## config.mk

```make
export PLATFORM = sky130hd
export DESIGN_NAME = uart_send_fifo_flat
export DESIGN_NICKNAME = d
export VERILOG_FILES = /design/src/rtl/uart_send_fifo_if.sv /design/src/rtl/uart_send_fifo.sv /design/src/flat_wrapper.sv
export SDC_FILE = /design/constraint.sdc
export NUM_CORES = 1
export LEC_CHECK = 0
export ABC_AREA = 1
export CAP_MARGIN = 20
export CORE_MARGIN = 2
export CORE_UTILIZATION = 30
export CTS_CLUSTER_SIZE = 24
export DETAILED_ROUTE_END_ITERATION = 10
export HOLD_SLACK_MARGIN = 0.08
export MAX_ROUTING_LAYER = met4
export SLEW_MARGIN = 25
export SYNTH_ARGS = -nofsm -noshare
export SYNTH_HDL_FRONTEND = slang
export SYNTH_SLANG_ARGS = --single-unit
```

## constraint.sdc

```tcl
create_clock -name clk -period 2.2 [get_ports clk]
set_input_delay 0.44 -clock clk [delete_from_list [all_inputs] [get_ports clk]]
set_output_delay 0.44 -clock clk [all_outputs]
set_load 0.05 [all_outputs]
```

## src/rtl/uart_send_fifo_if.sv

```systemverilog
// Byte-in / serial-out signal bundle for uart_send_fifo.
// The master side drives the receiver handshake; the slave side is the transmitter.
interface uart_send_fifo_if #(
    parameter int FIFO_DEPTH = 8
);
    logic                        rx_int;
    logic [7:0]                  data_in;
    logic                        data_tx;
    logic                        tx_busy;
    logic                        fifo_full;
    logic [$clog2(FIFO_DEPTH):0] fifo_count;
    logic                        overflow;

    modport master (
        output rx_int, data_in,
        input  data_tx, tx_busy, fifo_full, fifo_count, overflow
    );

    modport slave (
        input  rx_int, data_in,
        output data_tx, tx_busy, fifo_full, fifo_count, overflow
    );
endinterface

```

## src/rtl/uart_send_fifo.sv

```systemverilog
// Buffered 8N1 transmitter: captures a byte on each receiver end-of-frame edge,
// queues it in a circular FIFO and shifts it out LSB first at CLK_FREQ/BAUD.
module uart_send_fifo #(
    parameter int CLK_FREQ   = 50_000_000,
    parameter int BAUD       = 9600,
    parameter int FIFO_DEPTH = 8
) (
    input logic            clk,
    input logic            rst,
    uart_send_fifo_if.slave bus
);
    localparam int          BAUD_DIV  = CLK_FREQ / BAUD;
    localparam int          PW        = $clog2(FIFO_DEPTH);
    localparam int          CW        = PW + 1;
    localparam logic [15:0] BAUD_LAST = 16'(BAUD_DIV - 1);

    typedef enum logic [1:0] {IDLE, START, DATA, STOP} state_t;

    state_t        state;
    logic          rx_int_d;
    logic [7:0]    mem [FIFO_DEPTH];
    logic [PW-1:0] wr_ptr;
    logic [PW-1:0] rd_ptr;
    logic [CW-1:0] count;
    logic [7:0]    shift_r;
    logic [15:0]   baud_cnt;
    logic [2:0]    bit_cnt;
    logic          data_tx_r;
    logic          tx_busy_r;
    logic          overflow_r;

    logic push;
    logic pop;
    logic full;
    logic accept;
    logic baud_tick;

    assign push      = rx_int_d & ~bus.rx_int;
    assign full      = (count == CW'(FIFO_DEPTH));
    assign pop       = (state == IDLE) && (count != '0);
    // A pop in the same cycle frees the slot, so a push into a full FIFO still lands.
    assign accept    = push & (~full | pop);
    assign baud_tick = (baud_cnt == BAUD_LAST);

    always_ff @(posedge clk) begin
        if (accept) begin
            mem[wr_ptr] <= bus.data_in;
        end
    end

    always_ff @(posedge clk) begin
        if (rst) begin
            rx_int_d   <= 1'b0;
            wr_ptr     <= '0;
            rd_ptr     <= '0;
            count      <= '0;
            overflow_r <= 1'b0;
        end else begin
            rx_int_d   <= bus.rx_int;
            overflow_r <= push & full & ~pop;
            if (accept) begin
                wr_ptr <= wr_ptr + 1'b1;
            end
            if (pop) begin
                rd_ptr <= rd_ptr + 1'b1;
            end
            case ({accept, pop})
                2'b10:   count <= count + 1'b1;
                2'b01:   count <= count - 1'b1;
                default: count <= count;
            endcase
        end
    end

    // data_tx is loaded with the level of the state being entered, so the
    // registered line changes on the same edge as the state register.
    always_ff @(posedge clk) begin
        if (rst) begin
            state     <= IDLE;
            data_tx_r <= 1'b1;
            tx_busy_r <= 1'b0;
            shift_r   <= '0;
            baud_cnt  <= '0;
            bit_cnt   <= '0;
        end else begin
            case (state)
                IDLE: begin
                    data_tx_r <= 1'b1;
                    if (pop) begin
                        shift_r   <= mem[rd_ptr];
                        baud_cnt  <= '0;
                        bit_cnt   <= '0;
                        data_tx_r <= 1'b0;
                        tx_busy_r <= 1'b1;
                        state     <= START;
                    end
                end
                START: begin
                    if (baud_tick) begin
                        baud_cnt  <= '0;
                        data_tx_r <= shift_r[0];
                        state     <= DATA;
                    end else begin
                        baud_cnt <= baud_cnt + 16'd1;
                    end
                end
                DATA: begin
                    if (baud_tick) begin
                        baud_cnt <= '0;
                        shift_r  <= shift_r >> 1;
                        bit_cnt  <= bit_cnt + 3'd1;
                        if (bit_cnt == 3'd7) begin
                            data_tx_r <= 1'b1;
                            state     <= STOP;
                        end else begin
                            data_tx_r <= shift_r[1];
                        end
                    end else begin
                        baud_cnt <= baud_cnt + 16'd1;
                    end
                end
                STOP: begin
                    if (baud_tick) begin
                        baud_cnt  <= '0;
                        tx_busy_r <= 1'b0;
                        state     <= IDLE;
                    end else begin
                        baud_cnt <= baud_cnt + 16'd1;
                    end
                end
                default: begin
                    data_tx_r <= 1'b1;
                    tx_busy_r <= 1'b0;
                    state     <= IDLE;
                end
            endcase
        end
    end

    assign bus.data_tx    = data_tx_r;
    assign bus.tx_busy    = tx_busy_r;
    assign bus.fifo_full  = full;
    assign bus.fifo_count = count;
    assign bus.overflow   = overflow_r;
endmodule

```

## src/flat_wrapper.sv

```systemverilog
// flat-port wrapper written by rule: the top's interface ports become plain ports
module uart_send_fifo_flat 
#(
    parameter int CLK_FREQ   = 50_000_000,
    parameter int BAUD       = 9600,
    parameter int FIFO_DEPTH = 8
)
  (clk, rst, bus_rx_int, bus_data_in, bus_data_tx, bus_tx_busy, bus_fifo_full, bus_fifo_count, bus_overflow);
  uart_send_fifo_if #(.FIFO_DEPTH(FIFO_DEPTH)) bus_i ();
  input logic clk;
  input logic rst;
  input wire logic [$bits(bus_i.rx_int)-1:0] bus_rx_int;
  input wire logic [$bits(bus_i.data_in)-1:0] bus_data_in;
  output wire logic [$bits(bus_i.data_tx)-1:0] bus_data_tx;
  output wire logic [$bits(bus_i.tx_busy)-1:0] bus_tx_busy;
  output wire logic [$bits(bus_i.fifo_full)-1:0] bus_fifo_full;
  output wire logic [$bits(bus_i.fifo_count)-1:0] bus_fifo_count;
  output wire logic [$bits(bus_i.overflow)-1:0] bus_overflow;
  assign bus_i.rx_int = bus_rx_int;
  assign bus_i.data_in = bus_data_in;
  assign bus_data_tx = bus_i.data_tx;
  assign bus_tx_busy = bus_i.tx_busy;
  assign bus_fifo_full = bus_i.fifo_full;
  assign bus_fifo_count = bus_i.fifo_count;
  assign bus_overflow = bus_i.overflow;
  uart_send_fifo #(.CLK_FREQ(CLK_FREQ), .BAUD(BAUD), .FIFO_DEPTH(FIFO_DEPTH)) u_core (.clk(clk), .rst(rst), .bus(bus_i));
endmodule
```

==> out/results.ini <==
[die]
chipHeight_um=132
coreArea_mm2=0.0160
die_x_um=132
dieArea_mm2=0.0175
row_count=46
start_util_pct=30.9
ios=19

[timing]
finalCritPeriodShare_pct=97.3
max_freq_mhz=467
whs_ns=0.466
finalSetupViolCount=0
timing.slew.headroom_pct=61.9
rsz0062_at_grt=false
finalMaxSlewViolations=0
tightest_slew_ns=0.570
setup_ws_ns=0.0587
hold_viol=0
fin_skew_ns=0.00984
final.min_clock_period_ns=2.14

[route]
drt_wl_total_um=10400
drt-vias-per-instance=4.66
routedWlPerCell_um=13.2
first_pass_iters=4
drtIter0Drc=309
drtAntennaViolNets=0
drc=0
vias=3697

[placement]
gp_congestion=0.841
pre_cts_ws_ns=-0.0395
port_buffers=18
dpl_cell_area_mm2=0.00549
dpl.hpwl_um=7230

[pwr]
p_leak_nw=2.15
peakVddDrop_mv=0.544
powerDensity_mw_per_mm2=1200

[grt]
grt_overflow_total=0
antenna_found_initial=0
grt_usage_pct=12.7
grt_pass1_vias=3515
grt_pass1_wl_um=17200
grt_max_degree=39

[setup_path]
worstPathCellList=clkdlybuf4s50_1
crit_path_max_incr_delay_ns=0.86
cp-end-kind=output pin
start_kind=register
crit_family=buffers and inverters
critPathSlowestCell=clkdlybuf4s50_1
critPathBufInv=1
required_ns=1.76
crit_type=reg2out
cp_data_arrival_time_ns=1.70
critPathMaxFanout=6
rrSetupSlack_ns=0.19

[hold_path]
holdCritPathClass=reg2reg

[synth]
ys_seq_area_share_pct=57.4
netlist_area_mm2=0.00495
async_flop_share_pct=0
post_synth_inst_count=540
synth_edf_count=64
avgSynthCellArea_um2=9.17
yosys_most_used_dff=edfxtp_1
synth-seq-cells=110
synth.distinct_cells=34
syn-num-nets=563
yosys_warnings=0

[layout]
drive_gt1_share_pct=11.8
n_fill_cell=1625
final_cell_area_mm2=0.00580
areaGrowthSynthToFinish_pct=17.1
antenna_cells=0
fin_util_pct=36.2
nets=596

[clock_network]
cts_hold_buf=0
cts_tree=yes
clk_path_buf_depth=2
htreeDepth=3
cts-root-buf=clkbuf_16
clk_pin_slew_ns=0.07
post_cts_buffers=0
cts_buffers=9
cts.sinks=110
insertion_delay_ns=0.35

[job]
drv_cap=0

[run_status]
outcome=complete, no violations

[Yosys cell counts, types with 2 or more instances]
library cell,instances,area share (%)
inv_2,3,0.23
edfxtp_1,64,39
nand2_2,5,0.63
xor2_1,3,0.53
inv_1,50,3.8
or2_2,9,1.1
nor2_1,56,4.2
nor2_2,3,0.38
clkbuf_1,13,0.99
o21ai_0,69,7.0
buf_2,4,0.40
nor2_4,2,0.45
nand2_4,2,0.45
ha_1,12,3.0
nand2_1,96,7.3
dfxtp_1,46,19
nand3_1,29,2.9
nor3_1,3,0.30
o22ai_1,3,0.38
nand4_1,7,0.88
o211ai_1,8,1.2
a21oi_1,41,4.1
[logic make-up after synthesis]
family          synth area share, %
fa+ha+maj                      3.03
compound gates                 13.6
simple gates                   19.6
flops                          57.4
xor+xnor                      0.531
buf+inv                        5.81
[per-layer routing]
layer / track usage (%) / up-vias / share of wire, %
li1: - / 1891 / -
met1: 16.4 / 1717 / 48
met2: 19.9 / 76 / 47
met3: 2.95 / 13 / 4.0
met4: 3.46 / 0 / 1.3
met5: - / - / 0
[state kept, by name, summed over array words and instances, names as in the netlist, named ones only]
register / flops
u_core.shift_r: 8
u_core.state: 2
u_core.bit_cnt: 3
u_core.rx_int_d: 1
u_core.bus.tx_busy: 1
u_core.bus.data_tx: 1
u_core.baud_cnt: 16
u_core.rd_ptr: 3
u_core.bus.overflow: 1
u_core.mem: 64
u_core.bus.fifo_count: 4
u_core.wr_ptr: 3
[path summary, 6_finish.rpt]
| check | start | to | depth (start not counted) |
|---|---|---|---|
| worst min register to register | u_core.bus.tx_busy | u_core.bus.tx_busy | 2 |
| worst max register to register | u_core.state[1] | u_core.baud_cnt[9] | 8 |
| worst max-delay path | u_core.bus.fifo_count[1] | bus_fifo_count[1] | 1 |
| worst min-delay path | u_core.bus.tx_busy | u_core.bus.tx_busy | 2 |
[power by group]
| group | internal, W | switching (W) | leakage, nW | total [W] |
|---|---|---|---|---|
| registers | 0.00238 | 0.000196 | 0.953 | 0.00258 |
| clock network | 0.000917 | 0.000787 | 0.153 | 0.00170 |
| logic | 0.000918 | 0.00177 | 1.05 | 0.00269 |
[cell usage in the layout (no fill, tap or decap), drive strengths merged]
cell and instances:
a21boi 1, a21oi 42, a31oi 1, and3 1, buf 23, bufinv 1
clkbuf 10, clkdlybuf4s50 16, clkinv 2, dfxtp 46, dlymetal6s2s 1, edfxtp 64
ha 12, inv 58, nand2 103, nand3 29, nand3b 2, nand4 7
nor2 61, nor3 3, nor4 1, o211ai 8, o21ai 70, o21bai 1
o22ai 3, or2 9, xor2 3
[per-stage QoR]
stage / instances / total power, W / setup TNS, ns
after floorplan: 540 / 0.00457 / 0
after global placement: 778 / 0.00522 / -0.000266
after detailed placement: 778 / 0.00530 / -0.0395
after CTS: 794 / 0.00703 / 0
after global routing: 794 / 0.00750 / 0
final: 794 / 0.00697 / 0
[cell type report]
type / count / area, um2 / share of cell area [%]
flip-flops and latches: 110 / 2850 / 49.1
clock buffers: 10 / 229 / 3.95
inverters: 55 / 208 / 3.58
multi-input cells: 357 / 1820 / 31.4
repair buffers: 40 / 345 / 5.95
clock inverters: 6 / 81.3 / 1.40
well taps: 216 / 270 / 4.66
[repair_timing]
item,in CTS,in global routing
setup endpoints to repair,0,4
gates resized for setup,0,2
endpoints found under the hold margin,0,0
No activity file was read; power rests on OpenSTA's default activity.
==> RTL edit 1, RTL diff (same settings) <==
`FIFO_DEPTH` is set to 8 in 3 places; all go to 16.
--- a/src/rtl/uart_send_fifo_if.sv
+++ b/src/rtl/uart_send_fifo_if.sv
@@ -1,7 +1,7 @@
 // Byte-in / serial-out signal bundle for uart_send_fifo.
 // The master side drives the receiver handshake; the slave side is the transmitter.
 interface uart_send_fifo_if #(
-    parameter int FIFO_DEPTH = 8
+    parameter int FIFO_DEPTH = 16
 );
     logic                        rx_int;
     logic [7:0]                  data_in;
--- a/src/rtl/uart_send_fifo.sv
+++ b/src/rtl/uart_send_fifo.sv
@@ -3,7 +3,7 @@
 module uart_send_fifo #(
     parameter int CLK_FREQ   = 50_000_000,
     parameter int BAUD       = 9600,
-    parameter int FIFO_DEPTH = 8
+    parameter int FIFO_DEPTH = 16
 ) (
     input logic            clk,
     input logic            rst,
--- a/src/flat_wrapper.sv
+++ b/src/flat_wrapper.sv
@@ -3,7 +3,7 @@
 #(
     parameter int CLK_FREQ   = 50_000_000,
     parameter int BAUD       = 9600,
-    parameter int FIFO_DEPTH = 8
+    parameter int FIFO_DEPTH = 16
 )
   (clk, rst, bus_rx_int, bus_data_in, bus_data_tx, bus_tx_busy, bus_fifo_full, bus_fifo_count, bus_overflow);
   uart_send_fifo_if #(.FIFO_DEPTH(FIFO_DEPTH)) bus_i ();
Ports: changed (resized bus_fifo_count); port bits go from 19 to 20. No check against the original RTL was run, so the function may have changed too.
==> RTL edit 1 against the original RTL <==
Wire length grew 70%; sequential cell count grew 68; final area grew 61%; sequential share of layout area grew 2.8 points; power grew 47%; hold slack gained 0.0095 ns; critical path depth is the same; via count grew 53%; final cell count grew 50%; fmax grew 0.18%; combinational power grew 24%; worst setup slack gained 0.0038 ns; synthesized area grew 61%; critical path type unchanged; critical endpoint is now bus_fifo_count[2]; largest power group is now registers.
==> RTL edit 1: results (changes against the original RTL) <==
[drt]
drt_iter0_drc=411  ; +33%
wirelength_met1_microns=7840  ; +56%
met3RoutedLength_microns=511  ; +22%
detailroute.wirelength.met2_microns=8890  ; +83%
wl_per_cell_microns=14.9  ; +13%

[grt]
vias_in_the_first_global_route=5590  ; +59%
grtUsageMet3=0.0188  ; -0.0107
global_route_wire_length_before_repair_microns=28500  ; +66%
gr-usage-met1=0.157  ; -0.00677
groute.layer.met2.usage=0.228  ; +0.0285

[logic_synthesis]
synth_common_cells=128 x edfxtp_1, 112 x nand2_1, 106 x inv_1
synth_cells=798  ; +48%
synth-adder-area-share=0.0236  ; -0.00676
yosysSeqAreaShare=0.608  ; +0.0341
synth_edf_count=128  ; +100%
synth_compound_gate_area_share=0.126  ; -0.00941
synthesis.nets=824  ; +46%
synth_cell_type_count=43  ; +26%

[placement]
gp_routability_congestion=0.847  ; +0.63%
port_buffers=19  ; +1
placed_instances=1162  ; +49%
place_hpwl_microns=11800  ; +64%
dp_worst_setup_slack_ns=-0.0961  ; -0.0566 ns

[setup_path]
r2r_slack_ns=0.25  ; +0.06 ns
critical_path.startpoint=u_core.bus.fifo_count[2]
cp-endpoint=bus_fifo_count[2]
reg2reg_to=u_core.mem[8][1]
critical_path.max_stage_delay_ns=0.85
rr_startpoint=u_core.state[1]
reg2reg_depth=9  ; +1
critical_path_peak_fanout=5  ; -1

[timing]
fin_worst_skew_ns=0.0101  ; +0.000216 ns
timing.final.ws_setup_ns=0.0625  ; +0.00381 ns

[pwr]
worst_ir_drop_vdd_v=0.000594  ; +9.2%
p_leak_uw=0.00346  ; +61%

[final_layout]
layout.nets=872  ; +46%
largestRegisters=u_core.mem: 128 flops, u_core.baud_cnt: 16 flops, u_core.shift_r: 8 flops

[clock_tree]
clock_latency_ns=0.43  ; +0.08 ns
cts_setup_buffers=0  ; unchanged
numCtsBuffers=17  ; +8
cts.htree.levels=4  ; +1

[status]
run_status=complete, no violations

==> RTL edit 1: cell count changes after synthesis, moves of 7 or more <==
| cell | delta |
|---|---|
| o211ai_1 | +24 |
| o21ai_0 | -15 |
| buf_2 | +9 |
| nand3_1 | +45 |
| nand2_1 | +16 |
| a21oi_2 | +8 |
| a21oi_1 | +23 |
| nand2_2 | +7 |
| inv_1 | +56 |
| edfxtp_1 | +64 |
| or2_2 | -8 |
==> RTL edit 1: how the worst min path moves through the flow <==
stage                                  from           endpoint  slack, ns  depth (start not counted)
after floorplan           u_core.bit_cnt[1]  u_core.bit_cnt[1]       0.44                          2
after global placement    u_core.bit_cnt[1]  u_core.bit_cnt[1]       0.45                          2
after detailed placement  u_core.shift_r[7]  u_core.shift_r[7]       0.46                          2
after CTS                 u_core.bit_cnt[1]  u_core.bit_cnt[1]       0.48                          2
after global routing      u_core.shift_r[6]  u_core.shift_r[6]       0.49                          2
final                     u_core.shift_r[6]  u_core.shift_r[6]       0.48                          2
==> RTL edit 1: area by class of cell <==
| type | instances | area [sq um] |
|---|---|---|
| flip-flops and latches | 178 | 4850 |
| multi-input cells | 473 | 2530 |
| well taps | 335 | 419 |
| clock inverters | 13 | 129 |
| repair buffers | 61 | 556 |
| inverters | 115 | 440 |
| fillers | 2597 | 16700 |
| clock buffers | 19 | 433 |
==> RTL edit 1: per-stage QoR <==
step	instance area [sq um]	setup TNS, ns	util
after global placement	8790	-4.25	0.337
after floorplan	7970	0	-
after detailed placement	8790	-5.68	0.337
after global routing	9360	0	0.359
after CTS	9350	0	0.359
final	9360	0	0.359
==> RTL edit 1: power breakdown <==
group / switching, uW / leakage (uW) / internal, uW
Sequential: 247 / 0.00156 / 3780
Combinational: 2130 / 0.00164 / 1210
Clock: 1320 / 0.000258 / 1580
Total: 3700 / 0.00346 / 6570
==> RTL edit 2, RTL diff (same flow settings) <==
Made on the original files. Make the reset (`rst`) asynchronous in 2 clocked blocks.
--- a/src/rtl/uart_send_fifo.sv
+++ b/src/rtl/uart_send_fifo.sv
@@ -48,7 +48,7 @@
         end
     end
 
-    always_ff @(posedge clk) begin
+    always_ff @(posedge clk or posedge rst) begin
         if (rst) begin
             rx_int_d   <= 1'b0;
             wr_ptr     <= '0;
@@ -74,7 +74,7 @@
 
     // data_tx is loaded with the level of the state being entered, so the
     // registered line changes on the same edge as the state register.
-    always_ff @(posedge clk) begin
+    always_ff @(posedge clk or posedge rst) begin
         if (rst) begin
             state     <= IDLE;
             data_tx_r <= 1'b1;
Formal check against the unedited RTL: differs if rst is asserted again (counterexample within 4 cycles, from zero or initial values and one cycle with rst high); with rst held inactive, the same outputs for 10 cycles.
==> RTL edit 2 against the original RTL <==
Worst setup slack better by 0.022 ns; sequential cell count down 3; non-clock buffer count down 9; synthesized area about the same; count of clock-buffer cells in the layout unchanged; final area down 1.4%; hold slack worse by 0.033 ns; critical path depth unchanged; via count down 4.9%; wire length up 6.2%.
Power is not compared: it rests on default switching activity, and its combinational part moved more than twofold at a synthesized area within 25%.
==> RTL edit 2: results (changes against the original RTL) <==
[status]
run_status=complete, no violations

[grt]
track_usage=0.133  ; +0.00603
global_route_wire_length_before_repair_microns=17700  ; +2.4%
antenna_found_initial=0  ; unchanged
grt_start_max_net_pins=44  ; +13%
vias_in_the_first_global_route=3401  ; -3.2%

[logic_synthesis]
yosysWarningCount=0  ; unchanged
synth_async_sr_flop_share=0.402  ; +0.402
synth_common_cells=88 x nand2_1, 64 x edfxtp_1, 64 x nor2_1
yosysSeqAreaShare=0.605  ; +0.0311
synth_cell_type_count=38  ; +12%
synthesis.nets=515  ; -8.5%
yosys-top-cells-area=edfxtp_1 39%, dfrtp_1 21%, nand2_1 6.7%, o21ai_0 5.1%, nor2_1 4.8%
dominantRegCellSynth=edfxtp_1

[hold_path]
min-delay-path-class=primary input to async pin

[placement]
place_hpwl_microns=7940  ; +9.8%
gp_routability_congestion=0.837  ; -0.48%
detailed_place.area_sq_um=5450  ; -0.57%
port_buffers=18  ; unchanged

[final_layout]
drive_gt1_frac=0.135  ; +0.0176
ant_diodes=0  ; unchanged
final.fill_count=1634  ; +0.55%
largestRegisters=u_core.mem: 64 flops, u_core.baud_cnt: 16 flops, u_core.shift_r: 8 flops
layout.nets=543  ; -8.9%

[clock_tree]
clock-root-buffer=clkbuf_16
postCtsResizedCells=0  ; unchanged
clk_path_buf_depth=2  ; unchanged
numCtsBuffers=9  ; unchanged
cts.clk_slew.worst_paths_ns=0.07  ; about the same

[pwr]
worst_ir_drop_vdd_v=0.000365
netSwitchingPower_uw=1280

[drt]
drt-vias-per-instance=4.75  ; +1.9%
wl_per_cell_microns=15.0  ; +14%
drt_iter0_drc=237  ; -23%

[setup_path]
cp_data_arrival_time_ns=1.68  ; -0.02 ns
timing.critical_path.slowest_stage_cell=clkdlybuf4s50_1
critical_path.max_stage_delay_ns=0.80  ; -0.06 ns
critical_path_peak_fanout=2  ; -4

[timing]
worst-slew-pin-transition_ns=0.498  ; -0.0726 ns
fin_worst_skew_ns=0.00747  ; -0.00237 ns

-- RTL edit 2: cell types whose count changed after synthesis, sizes merged, moves of 8 or more --
cell,delta
dfxtp,-46
nand2,-10
o22ai,+11
a21oi,-27
o21ai,-8
dfrtp,+42
-- RTL edit 2: worst register-to-register path, delay by kind of cell (launching register included) --
family          cells  cell delay (ns)
compound gates      2             0.25
fa+ha+maj           2             0.42
buf+inv             3             0.32
flops               1             0.39
simple gates        5             0.49
-- RTL edit 2: metal layers --
| metal | global-route usage | vias to the layer above | wire [microns] |
|---|---|---|---|
| met5 | - | - | 0 |
| met1 | 0.167 | 1687 | 4980 |
| met3 | 0.0326 | 19 | 486 |
| met4 | 0.0430 | 0 | 259 |
| li1 | - | 1734 | - |
| met2 | 0.211 | 77 | 5370 |
-- RTL edit 2: cells by family after synthesis --
family	count (synthesis)	share of synthesized area
AOI/OAI and AO/OA	97	0.112
and+or+nand+nor	211	0.194
DFF	107	0.605
buffers and inverters	61	0.0508
adders and majority gates	11	0.0278
xor gates and xnor gates	6	0.0106
-- RTL edit 2: final timing paths --
kind / from / to / slack, ns / cells past startpoint
hold / removal: rst / u_core.bus.fifo_count[3] / 0.43 / 3
max in group asynchronous: rst / u_core.bus.data_tx / 1.49 / 3
hold reg to reg: u_core.bus.data_tx / u_core.bus.data_tx / 0.48 / 2
min in group clk: u_core.bus.data_tx / u_core.bus.data_tx / 0.48 / 2
setup reg to reg: u_core.state[0] / u_core.bus.fifo_count[2] / 0.21 / 12
setup / recovery: u_core.bus.data_tx / bus_data_tx / 0.08 / 1
-- RTL edit 2: metrics by stage --
stage                     utilization  std cells  hold WS, ns  setup slack [ns]  total power, uW
final                           0.358        741        0.433            0.0807             4540
after global routing            0.358        741        0.476            0.0359             4730
after CTS                       0.358        741        0.441            0.0660             4570
after detailed placement        0.341        726        0.464           0.00272             3100
after global placement          0.341        726        0.458            0.0715             3070
after floorplan                     -        493        0.447            0.0745             2830
-- RTL edit 2: power by group through the flow --
stage	sequential, uW	clock [uW]	combinational, uW
floorplan	2510	0	316
global placement	2420	0	655
detailed placement	2430	0	673
CTS	2380	1520	677
global route	2400	1600	727
finish	2380	1490	669
-- RTL edit 2: layout make-up --
type                       instances  area share
multi-input combinational        325       0.300
inverter                          47      0.0313
clock buffer                      10      0.0400
timing repair buffer              31      0.0503
clock inverter                     5     0.00656
sequential                       107       0.525
tap                              216      0.0472
